File: src/rtl/ps2_host_tx_if.sv
// Command-byte request/status bundle between a PS/2 host controller and ps2_host_tx.
// The master raises requests and watches status; the slave is the transmitter.
interface ps2_host_tx_if;
   logic [7:0] tx_data;
   logic       tx_valid;
   logic       tx_ready;
   logic       busy;
   logic       done;
   logic       ack_err;
   logic       timeout;

   modport master (output tx_data, tx_valid,
                   input  tx_ready, busy, done, ack_err, timeout);
   modport slave  (input  tx_data, tx_valid,
                   output tx_ready, busy, done, ack_err, timeout);
endinterface

File: src/rtl/ps2_host_tx.sv
// PS/2 host-to-device transmitter: inhibit, start bit, 8 data LSB first, odd parity, stop, ACK.
// Define PS2_TX_AUTO_RETRY_EN to retry a failed frame once before reporting ack_err/timeout.
module ps2_host_tx #(
   parameter int INHIBIT_CYCLES = 5000,
   parameter int TIMEOUT_CYCLES = 1000000
) (
   input  logic         clk,
   input  logic         rst,
   ps2_host_tx_if.slave tx,
   input  logic         ps2_clk,
   input  logic         ps2_data,
   output logic         ps2_clk_oe,
   output logic         ps2_data_oe,
   output logic [2:0]   state_dbg
);

   localparam int INH_W = (INHIBIT_CYCLES > 1) ? $clog2(INHIBIT_CYCLES) : 1;
   localparam int TO_W  = (TIMEOUT_CYCLES > 1) ? $clog2(TIMEOUT_CYCLES) : 1;
   localparam logic [INH_W-1:0] INH_LAST = INH_W'(INHIBIT_CYCLES - 1);
   localparam logic [INH_W-1:0] INH_PRE  = INH_W'(INHIBIT_CYCLES - 2);
   localparam logic [TO_W-1:0]  TO_LAST  = TO_W'(TIMEOUT_CYCLES - 1);
`ifdef PS2_TX_AUTO_RETRY_EN
   localparam bit RETRY_EN = 1'b1;
`else
   localparam bit RETRY_EN = 1'b0;
`endif

   typedef enum logic [2:0] {
      S_IDLE    = 3'd0,
      S_INHIBIT = 3'd1,
      S_SEND    = 3'd2,
      S_ACK     = 3'd3,
      S_WAIT    = 3'd4
   } state_t;

   state_t           state_q, state_d;
   logic [INH_W-1:0] inh_q, inh_d;
   logic [3:0]       bit_q, bit_d;
   logic [TO_W-1:0]  to_q, to_d;
   logic [7:0]       byte_q, byte_d;
   logic             data_oe_q, data_oe_d;
   logic             clk_oe_q, clk_oe_d;
   logic             nack_q, nack_d;
   logic             retry_q, retry_d;
   logic             done_q, done_d;
   logic             ack_err_q, ack_err_d;
   logic             timeout_q, timeout_d;
   logic             fail_to, fail_nack;

   logic clk_s1, clk_s2, clk_prev;
   logic data_s1, data_s2;
   logic fe, accept;

   // Lines idle high, so synchronizers come out of reset as an idle bus.
   always_ff @(posedge clk) begin
      if (!rst) begin
         clk_s1   <= 1'b1;
         clk_s2   <= 1'b1;
         clk_prev <= 1'b1;
         data_s1  <= 1'b1;
         data_s2  <= 1'b1;
      end else begin
         clk_s1   <= ps2_clk;
         clk_s2   <= clk_s1;
         clk_prev <= clk_s2;
         data_s1  <= ps2_data;
         data_s2  <= data_s1;
      end
   end

   assign fe = clk_prev & ~clk_s2;

   // Handshake: tx_data is taken on a cycle where tx_valid && tx_ready; tx_ready is high
   // only in IDLE with both lines idle, and a held tx_valid simply waits for the next frame.
   assign tx.tx_ready = (state_q == S_IDLE) && clk_s2 && data_s2;
   assign accept      = tx.tx_valid && tx.tx_ready;
   assign tx.busy     = (state_q != S_IDLE);
   assign tx.done     = done_q;
   assign tx.ack_err  = ack_err_q;
   assign tx.timeout  = timeout_q;
   assign ps2_clk_oe  = clk_oe_q;
   assign ps2_data_oe = data_oe_q;
   assign state_dbg   = state_q;

   always_comb begin
      state_d   = state_q;
      inh_d     = inh_q;
      bit_d     = bit_q;
      to_d      = to_q;
      byte_d    = byte_q;
      data_oe_d = data_oe_q;
      nack_d    = nack_q;
      retry_d   = retry_q;
      done_d    = 1'b0;
      ack_err_d = 1'b0;
      timeout_d = 1'b0;
      fail_to   = 1'b0;
      fail_nack = 1'b0;

      case (state_q)
         S_IDLE: begin
            inh_d     = '0;
            bit_d     = '0;
            to_d      = '0;
            nack_d    = 1'b0;
            retry_d   = 1'b0;
            data_oe_d = 1'b0;
            if (accept) begin
               byte_d    = tx.tx_data;
               state_d   = S_INHIBIT;
               data_oe_d = (INHIBIT_CYCLES == 1);
            end
         end
         S_INHIBIT: begin
            inh_d = inh_q + 1'b1;
            // Start bit is pulled low during the final inhibit cycle.
            if (INHIBIT_CYCLES >= 2 && inh_q == INH_PRE) data_oe_d = 1'b1;
            if (inh_q == INH_LAST) begin
               state_d   = S_SEND;
               inh_d     = '0;
               bit_d     = '0;
               to_d      = '0;
               data_oe_d = 1'b1;
            end
         end
         S_SEND: begin
            to_d = to_q + 1'b1;
            if (fe) begin
               to_d  = '0;
               bit_d = bit_q + 4'd1;
               if (bit_q < 4'd8) begin
                  data_oe_d = ~byte_q[bit_q[2:0]];
               end else if (bit_q == 4'd8) begin
                  data_oe_d = ^byte_q;
               end else begin
                  data_oe_d = 1'b0;
                  state_d   = S_ACK;
               end
            end else if (to_q == TO_LAST) begin
               fail_to = 1'b1;
            end
         end
         S_ACK: begin
            to_d = to_q + 1'b1;
            if (fe) begin
               to_d = '0;
               if (data_s2) fail_nack = 1'b1;
               else         state_d   = S_WAIT;
            end else if (to_q == TO_LAST) begin
               fail_to = 1'b1;
            end
         end
         S_WAIT: begin
            to_d = to_q + 1'b1;
            if (clk_s2 && data_s2) begin
               done_d  = ~nack_q;
               state_d = S_IDLE;
            end else if (to_q == TO_LAST) begin
               fail_to = 1'b1;
            end
         end
         default: state_d = S_IDLE;
      endcase

      if (fail_to || fail_nack) begin
         if (RETRY_EN && !retry_q) begin
            retry_d   = 1'b1;
            state_d   = S_INHIBIT;
            inh_d     = '0;
            bit_d     = '0;
            to_d      = '0;
            data_oe_d = (INHIBIT_CYCLES == 1);
         end else if (fail_to) begin
            timeout_d = 1'b1;
            state_d   = S_IDLE;
            data_oe_d = 1'b0;
         end else begin
            // A NACK still lets the device finish its clocking before we return to IDLE.
            ack_err_d = 1'b1;
            nack_d    = 1'b1;
            state_d   = S_WAIT;
            to_d      = '0;
         end
      end

      clk_oe_d = (state_d == S_INHIBIT);
   end

   always_ff @(posedge clk) begin
      if (!rst) begin
         state_q   <= S_IDLE;
         inh_q     <= '0;
         bit_q     <= '0;
         to_q      <= '0;
         byte_q    <= '0;
         data_oe_q <= 1'b0;
         clk_oe_q  <= 1'b0;
         nack_q    <= 1'b0;
         retry_q   <= 1'b0;
         done_q    <= 1'b0;
         ack_err_q <= 1'b0;
         timeout_q <= 1'b0;
      end else begin
         state_q   <= state_d;
         inh_q     <= inh_d;
         bit_q     <= bit_d;
         to_q      <= to_d;
         byte_q    <= byte_d;
         data_oe_q <= data_oe_d;
         clk_oe_q  <= clk_oe_d;
         nack_q    <= nack_d;
         retry_q   <= retry_d;
         done_q    <= done_d;
         ack_err_q <= ack_err_d;
         timeout_q <= timeout_d;
      end
   end

endmodule

File: src/flat_wrapper.sv
// flat-port wrapper written by rule: the top's interface ports become plain ports
module ps2_host_tx_flat 
#(
   parameter int INHIBIT_CYCLES = 5000,
   parameter int TIMEOUT_CYCLES = 1000000
)
  (clk, rst, ps2_clk, ps2_data, ps2_clk_oe, ps2_data_oe, state_dbg, tx_tx_data, tx_tx_valid, tx_tx_ready, tx_busy, tx_done, tx_ack_err, tx_timeout);
  ps2_host_tx_if tx_i ();
  input  logic clk;
  input  logic rst;
  input  logic ps2_clk;
  input  logic ps2_data;
  output logic ps2_clk_oe;
  output logic ps2_data_oe;
  output logic [2:0] state_dbg;
  input wire logic [$bits(tx_i.tx_data)-1:0] tx_tx_data;
  input wire logic [$bits(tx_i.tx_valid)-1:0] tx_tx_valid;
  output wire logic [$bits(tx_i.tx_ready)-1:0] tx_tx_ready;
  output wire logic [$bits(tx_i.busy)-1:0] tx_busy;
  output wire logic [$bits(tx_i.done)-1:0] tx_done;
  output wire logic [$bits(tx_i.ack_err)-1:0] tx_ack_err;
  output wire logic [$bits(tx_i.timeout)-1:0] tx_timeout;
  assign tx_i.tx_data = tx_tx_data;
  assign tx_i.tx_valid = tx_tx_valid;
  assign tx_tx_ready = tx_i.tx_ready;
  assign tx_busy = tx_i.busy;
  assign tx_done = tx_i.done;
  assign tx_ack_err = tx_i.ack_err;
  assign tx_timeout = tx_i.timeout;
  ps2_host_tx #(.INHIBIT_CYCLES(INHIBIT_CYCLES), .TIMEOUT_CYCLES(TIMEOUT_CYCLES)) u_core (.clk(clk), .rst(rst), .tx(tx_i), .ps2_clk(ps2_clk), .ps2_data(ps2_data), .ps2_clk_oe(ps2_clk_oe), .ps2_data_oe(ps2_data_oe), .state_dbg(state_dbg));
endmodule
File: config.mk
export PLATFORM = sky130hd
export DESIGN_NAME = ps2_host_tx_flat
export DESIGN_NICKNAME = d
export VERILOG_FILES = /design/src/rtl/ps2_host_tx_if.sv /design/src/rtl/ps2_host_tx.sv /design/src/flat_wrapper.sv
export SDC_FILE = /design/constraint.sdc
export NUM_CORES = 1
export LEC_CHECK = 0
export CAP_MARGIN = 10
export CORE_UTILIZATION = 45
export DETAILED_ROUTE_END_ITERATION = 12
export SYNTH_ARGS = -nofsm -noshare
export SYNTH_HDL_FRONTEND = slang
export SYNTH_SLANG_ARGS = --single-unit
File: constraint.sdc
create_clock -name clk -period 2.56 [get_ports clk]
set_clock_uncertainty 0.05 [all_clocks]
set_input_delay 0.512 -clock clk [delete_from_list [all_inputs] [get_ports clk]]
set_output_delay 0.512 -clock clk [all_outputs]
set_load 0.05 [all_outputs]
* Word-level counts from Yosys, hierarchy flattened
Index checks and enable logic that the tools add are counted.
Operators by class: add/subtract/negate cells 3, $mul 0, divide/modulo/power cells 0, order comparisons 2, equal/unequal tests 11, shift-type cells 0, mux-type cells 43, bitwise logic cells 4, reductions and logical operators 15
Operators by type and width (count):
- 2-to-1 mux 20 bit | 4
- case mux 20 bit (4 select lines) | 1
- 2-to-1 mux 3 bit | 10
- equality test 13 bit (second input constant) | 2
- case mux 13 bit (2 select lines) | 1
- adder 20 x 1 -> 20 bit (second input constant) | 1
- equality test 20 bit (second input constant) | 1
- 2-to-1 mux 1 bit | 19
- case mux 3 bit (5 select lines) | 1
- adder 13 x 1 -> 13 bit (second input constant) | 1
- 2-to-1 mux 13 bit | 1
- case mux 4 bit (3 select lines) | 1
- 2-to-1 mux 4 bit | 2
- parity 8 bit | 1
- equality test 3 x 1 -> 1 bit (second input constant) | 2
- equality test 3 x 2 -> 1 bit (second input constant) | 2
- AND reduction 3 bit | 2
- nonzero test 3 bit | 2
- adder 4 x 1 -> 4 bit (second input constant) | 1
- equality test 4 bit (second input constant) | 1
- logical AND 1 bit | 4
- less-than comparator 3 x 4 -> 1 bit (second input constant) | 1
- less-than comparator 4 bit (second input constant) | 1
- != test 2 x 1 -> 1 bit (second input constant) | 2
- 11 further kinds | 14
Word-level totals: bits in registers 59, bits in latches 0, RAM bits 0, bits in read-only memories 0, input bits 13, output and inout port bits 10, logic and storage cells 94, memories 0

* Logic depth before layout (Yosys ltp)
Gate-level depths: netlist of run 1.
word-level depth 8, depth in mapped cells 7

* Worst setup path after synthesis of run 1
No wires, ideal clock.
path type register to output, from reg u_core.state_q[1], in the netlist u_core.state_dbg[1], to out tx_tx_ready, data arrival time 2233 ps, required time 1998 ps, path slack -235 ps, stages on the path, launching flop included 5, buffers on the path 2, path through dfxtp_1 buf_6 or3_4 clkbuf_1 nor2_1
On the way: cells in the longest elaborated chain, start to end 3
RTL lines:
- start, declared | line ps2_host_tx.sv:36 | state_t state_q, state_d;
- start signal, assigned | line ps2_host_tx.sv:204 | state_q <= state_d;
- zero test 3 bit | line ps2_host_tx.sv:75 | assign tx.tx_ready = (state_q == S_IDLE) && clk_s2 && data_s2;
- logical AND 1 bit (2 in a row) | line ps2_host_tx.sv:75
- end, declared | line flat_wrapper.sv:18 | output wire logic [$bits(tx_i.tx_ready)-1:0] tx_tx_ready;
No other way between the ends.

* Final worst setup path of run 1
from reg u_core.state_q[0], in the netlist u_core.state_dbg[0], to out state_dbg[0]
RTL lines:
- end, declared | line flat_wrapper.sv:15 | output logic [2:0] state_dbg;
No word-level cell between the ends.

==> results of run 1 <==
[worst max path at each step]
stage	start	endpoint	slack [ns]	depth (start not counted)
global placement	tx_tx_valid	u_core.ps2_clk_oe	0.38	6
global route	u_core.state_dbg[0]	state_dbg[0]	0.09	1
floorplan	u_core.state_dbg[1]	tx_tx_ready	0.11	4
finish	u_core.state_dbg[0]	state_dbg[0]	0.18	1
CTS	u_core.state_dbg[0]	state_dbg[0]	0.19	1
detailed placement	tx_tx_valid	u_core.ps2_clk_oe	0.31	6
[per-stage QoR]
step	setup WS, ns	instances	power, mW	util	hold WS, ns
3_3_place_gp	0.3806	440	1.141	0.5099	0.3385
3_5_place_dp	0.3116	440	1.144	0.5099	0.3439
6_report	0.1826	456	2.055	0.5436	0.3595
4_1_cts	0.1889	456	2.086	0.5436	0.3625
5_1_grt	0.09409	456	2.140	0.5436	0.3779
2_1_floorplan	0.1109	355	1.088	-	0.3363
[flip-flops by register name, indices dropped and copies added (netlist names)]
| name | cells |
|---|---|
| u_core.byte_q | 8 |
| u_core.to_q | 20 |
| u_core.data_s2 | 1 |
| u_core.clk_s1 | 1 |
| u_core.inh_q | 13 |
| u_core.nack_q | 1 |
| u_core.tx.ack_err | 1 |
| u_core.data_s1 | 1 |
| u_core.state_dbg | 3 |
| u_core.bit_q | 4 |
| u_core.clk_prev | 1 |
| u_core.tx.timeout | 1 |
| u_core.clk_s2 | 1 |
| u_core.tx.done | 1 |
| u_core.ps2_clk_oe | 1 |
| u_core.ps2_data_oe | 1 |
[cell type report]
cell class / count / area share
Sequential cell: 59 / 0.3364
Timing Repair Buffer: 28 / 0.07413
Clock buffer: 10 / 0.03635
Tap cell: 77 / 0.02744
Clock inverter: 6 / 0.02566
Multi-Input combinational cell: 273 / 0.4968
Inverter: 3 / 0.003207
[metal layers]
layer | GRT usage | vias to the layer above | wire length (µm)
li1 | - | 1342 | -
met1 | 0.2676 | 1240 | 3334
met2 | 0.3003 | 54 | 2940
met3 | 0.06588 | 10 | 337
met4 | 0.07053 | 0 | 116
met5 | 0 | - | 0
[logic make-up after synthesis]
| logic type | count (synthesis) |
|---|---|
| flops | 59 |
| mux | 4 |
| simple gates | 156 |
| buf+inv | 23 |
| fa+ha+maj | 4 |
| compound gates | 95 |
| xor+xnor | 14 |
[worst register-to-register path: stages (launching register included)]
cell	delay [ns]
dfxtp_1	0.43
buf_4	0.22
or2_1	0.34
o21a_4	0.29
or4b_1	0.51
a21boi_1	0.14
[cells in the final DEF, fill, tap and decap left out, drive strengths merged, types with 3 or more instances in the layout]
cell	Yosys	layout
a211oi	3	3
a21boi	11	11
a21oi	17	17
a22o	3	3
a311oi	7	7
a31oi	12	12
and2	6	6
and3	4	4
and4	6	6
buf	9	8
clkbuf	11	10
clkdlybuf4s50	0	20
clkinvlp	0	4
dfxtp	59	59
ha	4	4
inv	3	3
nand2	39	39
nand2b	9	9
nand3	18	18
nand4	8	8
nor2	34	34
nor2b	5	5
nor3	7	7
nor4	4	4
nor4b	4	4
o21a	4	4
o21ai	23	23
or3	5	5
xnor2	7	7
xor2	7	7
[power by group through the flow]
stage / clock network [mW] / logic, mW / registers, mW
floorplan: 0 / 0.115 / 0.973
global placement: 0 / 0.171 / 0.970
detailed placement: 0 / 0.174 / 0.971
CTS: 0.962 / 0.175 / 0.949
global route: 0.998 / 0.189 / 0.953
finish: 0.933 / 0.172 / 0.950
==> metrics.txt, run 1 <==
outcome=finished, violations left; violated checks=design-rule violations; cell with the most instances after synthesis=dfxtp_1; Tightest Hold Check Type=register to register; std cell rows=29; synthesized net count=roughly 370; Setup crit start kind=register; Clock transition at path regs=0.07 ns; adder-cell share of the synthesized area=0.01642; RSZ-0062 raised after global routing=false; Final Max Slew Viols=0; fin nets=approximately 390; initial drt markers=143; Top Family by Delay on Critical Path=buffers and inverters; Synth Register Bits=about 60; Worst Hold Depth=1; actual slew at the worst max-slew pin=0.5168 ns; Worst Path Arrival=between 1.5 and 2 ns; WP buf/inv=1; Via Count=roughly 2600; fmax=roughly 420 MHz; HPWL after DPL=roughly 4.6 mm; top cells by area, synth=dfxtp_1 (39%), nand2_1 (4.8%), nor2_1 (3.9%); # DRC=2; Placement Cell Area=3293 µm²; Pre-antenna DRT Iters=8; Post-Synth Simple-Gate Area=0.2812; Layout area overhead=15.19%; area of the multi-input gates=around 1700 µm²; vias in the first global route=between 2000 and 2500; top cell type's share of synthesized area=0.3875; post-synthesis compound-gate area fraction=0.2139; R2R Path Start=u_core.state_dbg[2]; # port buffers=22; share of cells above drive strength 1=0.1108; Worst EP required=2.00 ns; Worst Hold End=u_core.clk_s2; I/O Pins=23; Die Height=around 84 µm; largest net degree at the start of global routing=24; wire per inst=between 10 and 15 µm; global-route wire length before repair=11.23 mm; Crit-path slowest cell=clkdlybuf4s50_1; clk_lat worst skew=roughly 0.35 ns; post-synth top area cell=dfxtp_1; Power Dens Cells=585.2 nW/µm²; initial antenna violation count=0; Post-synth ARST share=0; max incr delay on CP=about 0.89 ns; Reg area=about 1200 µm²; reg2reg path depth=5; CTS Sinks=59; total track usage=0.1995; Seq/Total Area, Yosys=0.3875; clock buffer depth=2; Rel. slew slack=0.6544; post-synthesis xor/xnor area fraction=0.04023; Final Hold Fails=0; CTS tree=yes; Root Driver=clkbuf_8; sequential power share=0.462; synth warn=0; Int Power=approximately 1.6 mW; Commonest cells post-synth=dfxtp_1 (59), nand2_1 (39), nor2_1 (32); ANT nets after route=0; Final Critical Period=about 2.4 ns; Worst VDD drop=around 0.34 mV; CP Capture Type=output pin; largest family of logic cells by synthesized area=simple AND/OR/NAND/NOR gates; MaxCap Viol Count=0; Final TNS setup=0 ns; Fill cells=between 600 and 700; ant diodes=0; EDFF count, synth=0; r2r setup slk=0.52 ns; CTS Hold Bufs=0; Via density=a little under 6; final WL=roughly 6.7 mm; grt total ovfl=0; CTS buffer count=9; Worst Path Max Fanout=14; Setup Buffers After CTS=0; design area=roughly 3500 µm²; clock share of power=0.454; count of cell types in the netlist=between 60 and 70; hold path startpoint=u_core.clk_s1; die area=between 7000 and 8000 µm²; core area=around 6500 µm²; Initial Utilization=0.4719; P_leak=around 1.2 nW; mux cell area share after synthesis=0.01806; cells along the critical path=clkdlybuf4s50_1; mapped cell area=slightly above 3000 µm²; logic gate share of total power=0.084; NetSw=about 0.50 mW; endpoints failing setup=0; Max H-tree Level=3; post-CTS resize count=0; Syn Area/Cell=roughly 8.6 µm²; switching part of the total=0.2432; CP Class=register to output pin; Synth Instances=around 360; ys flop type=dfxtp_1; crit share post-route=0.9287; Die X=roughly 84 µm; RR Endpoint=u_core.bit_q[1]; GP Congestion=about 0.73
No activity file was read; power rests on OpenSTA's default activity.
==> run 2, diff against run 1 <==
- CAP_MARGIN: 10 -> 30
- CORE_ASPECT_RATIO: unset -> 0.6
==> run 2 against run 1 <==
The run now ends clean. Die area up 0.15%. Fmax is essentially flat. Non-clock buffer count increased by 4. First-iteration DRC count increased by 47%. Critical endpoint unchanged. Sequential power about the same. Critical path depth did not move. Clock power increased by 54%.
==> metrics.txt, run 2 (synthesis results as in run 1) <==
wire per inst=15.64 µm (+6.0%); Worst Path Arrival=1.82 ns (about the same); crit share post-route=0.9295 (about the same); CP Capture Type=output pin; WP buf/inv=1 (unchanged); design area=3694 µm² (+5.2%); Final Hold Fails=0 (unchanged); HPWL after DPL=5.179 mm (+12%); # DRC=0 (-2); core area=6331 µm² (-2.0%); Top Family by Delay on Critical Path=buffers and inverters; Placement Cell Area=3332 µm² (+1.2%); actual slew at the worst max-slew pin=0.5246 ns (+0.007772 ns); vias in the first global route=2392 (+5.0%); Core Util, Final=0.5834 (+0.03981); Layout area overhead=21.18%; ANT nets after route=0 (unchanged); fin nets=395 (+1.0%); Fill cells=575 (-8.6%); initial antenna violation count=0 (unchanged); Crit-path slowest cell=clkdlybuf4s50_1; endpoints failing setup=0 (unchanged); RSZ-0062 raised after global routing=false; Rel. slew slack=0.6492 (-0.005198); initial drt markers=210 (+47%); clk_lat worst skew=0.33 ns (-0.02 ns); final WL=7.305 mm (+8.6%); outcome=finished, final reports clean; Die Height=65.75 µm (-22%); CTS Sinks=59 (unchanged); Setup Buffers After CTS=0 (unchanged); clock buffer depth=2 (unchanged); Top reg by flops=u_core.to_q; Initial Utilization=0.4814 (+0.009513); global-route wire length before repair=12.07 mm (+7.5%); P_leak=1.279 nW (+8.9%); Max H-tree Level=3 (unchanged); CP Class=register to output pin; Final Max Slew Viols=0 (unchanged); std cell rows=22 (-24%); CTS buffer count=9 (unchanged); fmax=420.3 MHz (about the same); post-CTS resize count=0 (unchanged); Worst VDD drop=0.4157 mV (+24%); total track usage=0.2276 (+0.02808); Pre-antenna DRT Iters=4 (-4); largest registers=u_core.to_q (20), u_core.inh_q (13), u_core.byte_q (8); Final Critical Period=2.379 ns (+0.002093 ns); number of flip-flops under the largest register name=20 (unchanged); cells along the critical path=clkdlybuf4s50_1; commonest non-fill, non-tap cell in the layout=dfxtp_1; most frequent cells in the layout=dfxtp_1 (59), nand2_1 (39), nor2_1 (31), clkdlybuf4s50_1 (20), o21ai_0 (19); MaxCap Viol Count=0 (unchanged); die area=7117 µm² (+0.15%); Worst EP required=2.00 ns (about the same); Via density=5.743 (-1.0%); CTS Hold Bufs=0 (unchanged); Final TNS setup=0 ns (unchanged); Worst Path Max Fanout=14 (unchanged); Via Count=2682 (+1.4%); CTS tree=yes; I/O Pins=23 (unchanged); Root Driver=clkbuf_16; Clock transition at path regs=0.05 ns (-0.02 ns); # port buffers=22 (unchanged); GP Congestion=0.7602 (+3.8%); share of cells above drive strength 1=0.1227 (+0.01190); Setup crit start kind=register; grt total ovfl=0 (unchanged); max incr delay on CP=0.89 ns (about the same); largest net degree at the start of global routing=18 (-25%); Tightest Hold Check Type=register to register; Power Dens Cells=696.4 nW/µm² (+19%); ant diodes=0 (unchanged); Die X=108.2 µm (+28%)
## run 2: power breakdown
group | internal (mW) | switching [mW] | leakage (nW) | total, mW
Sequential | 0.935 | 0.0172 | 0.478 | 0.952
Clock | 1.03 | 0.413 | 0.179 | 1.44
Combinational | 0.0768 | 0.103 | 0.622 | 0.180
## run 2: final cells by class
| cell class | count | area, µm² | area share |
|---|---|---|---|
| Multi-Input combinational cell | 273 | 1744 | 0.4722 |
| Clock buffer | 12 | 266.5 | 0.07215 |
| Inverter | 3 | 11.26 | 0.003049 |
| Clock inverter | 4 | 95.09 | 0.02575 |
| Tap cell | 84 | 105.1 | 0.02846 |
| Timing Repair Buffer | 32 | 290.3 | 0.07859 |
| Sequential cell | 59 | 1181 | 0.3198 |
## run 2: stage by stage
stage | setup WS (ns) | hold slack [ns] | total power [mW] | std cells
2_1_floorplan | 0.1109 | 0.3363 | 1.088 | 355
3_3_place_gp | 0.5340 | 0.3493 | 1.149 | 451
3_5_place_dp | 0.5174 | 0.3488 | 1.150 | 451
4_1_cts | 0.1826 | 0.3609 | 2.594 | 467
5_1_grt | 0.1217 | 0.3885 | 2.652 | 467
6_report | 0.1805 | 0.3569 | 2.572 | 467
## run 2: routing by layer
layer | GRT usage | vias up | share of wire
li1 | - | 1355 | -
met3 | 0.08135 | 5 | 0.064
met1 | 0.3436 | 1254 | 0.55
met2 | 0.2850 | 68 | 0.38
met4 | 0.07705 | 0 | 0.0073
met5 | 0 | - | 0
## run 2: final timing paths
check	from	depth (start not counted)	slack (ns)	end
max	u_core.state_dbg[0]	1	0.18	state_dbg[0]
min	u_core.clk_s1	1	0.36	u_core.clk_s2
max reg2reg	u_core.inh_q[0]	6	0.48	u_core.to_q[10]
min reg2reg	u_core.clk_s1	1	0.36	u_core.clk_s2
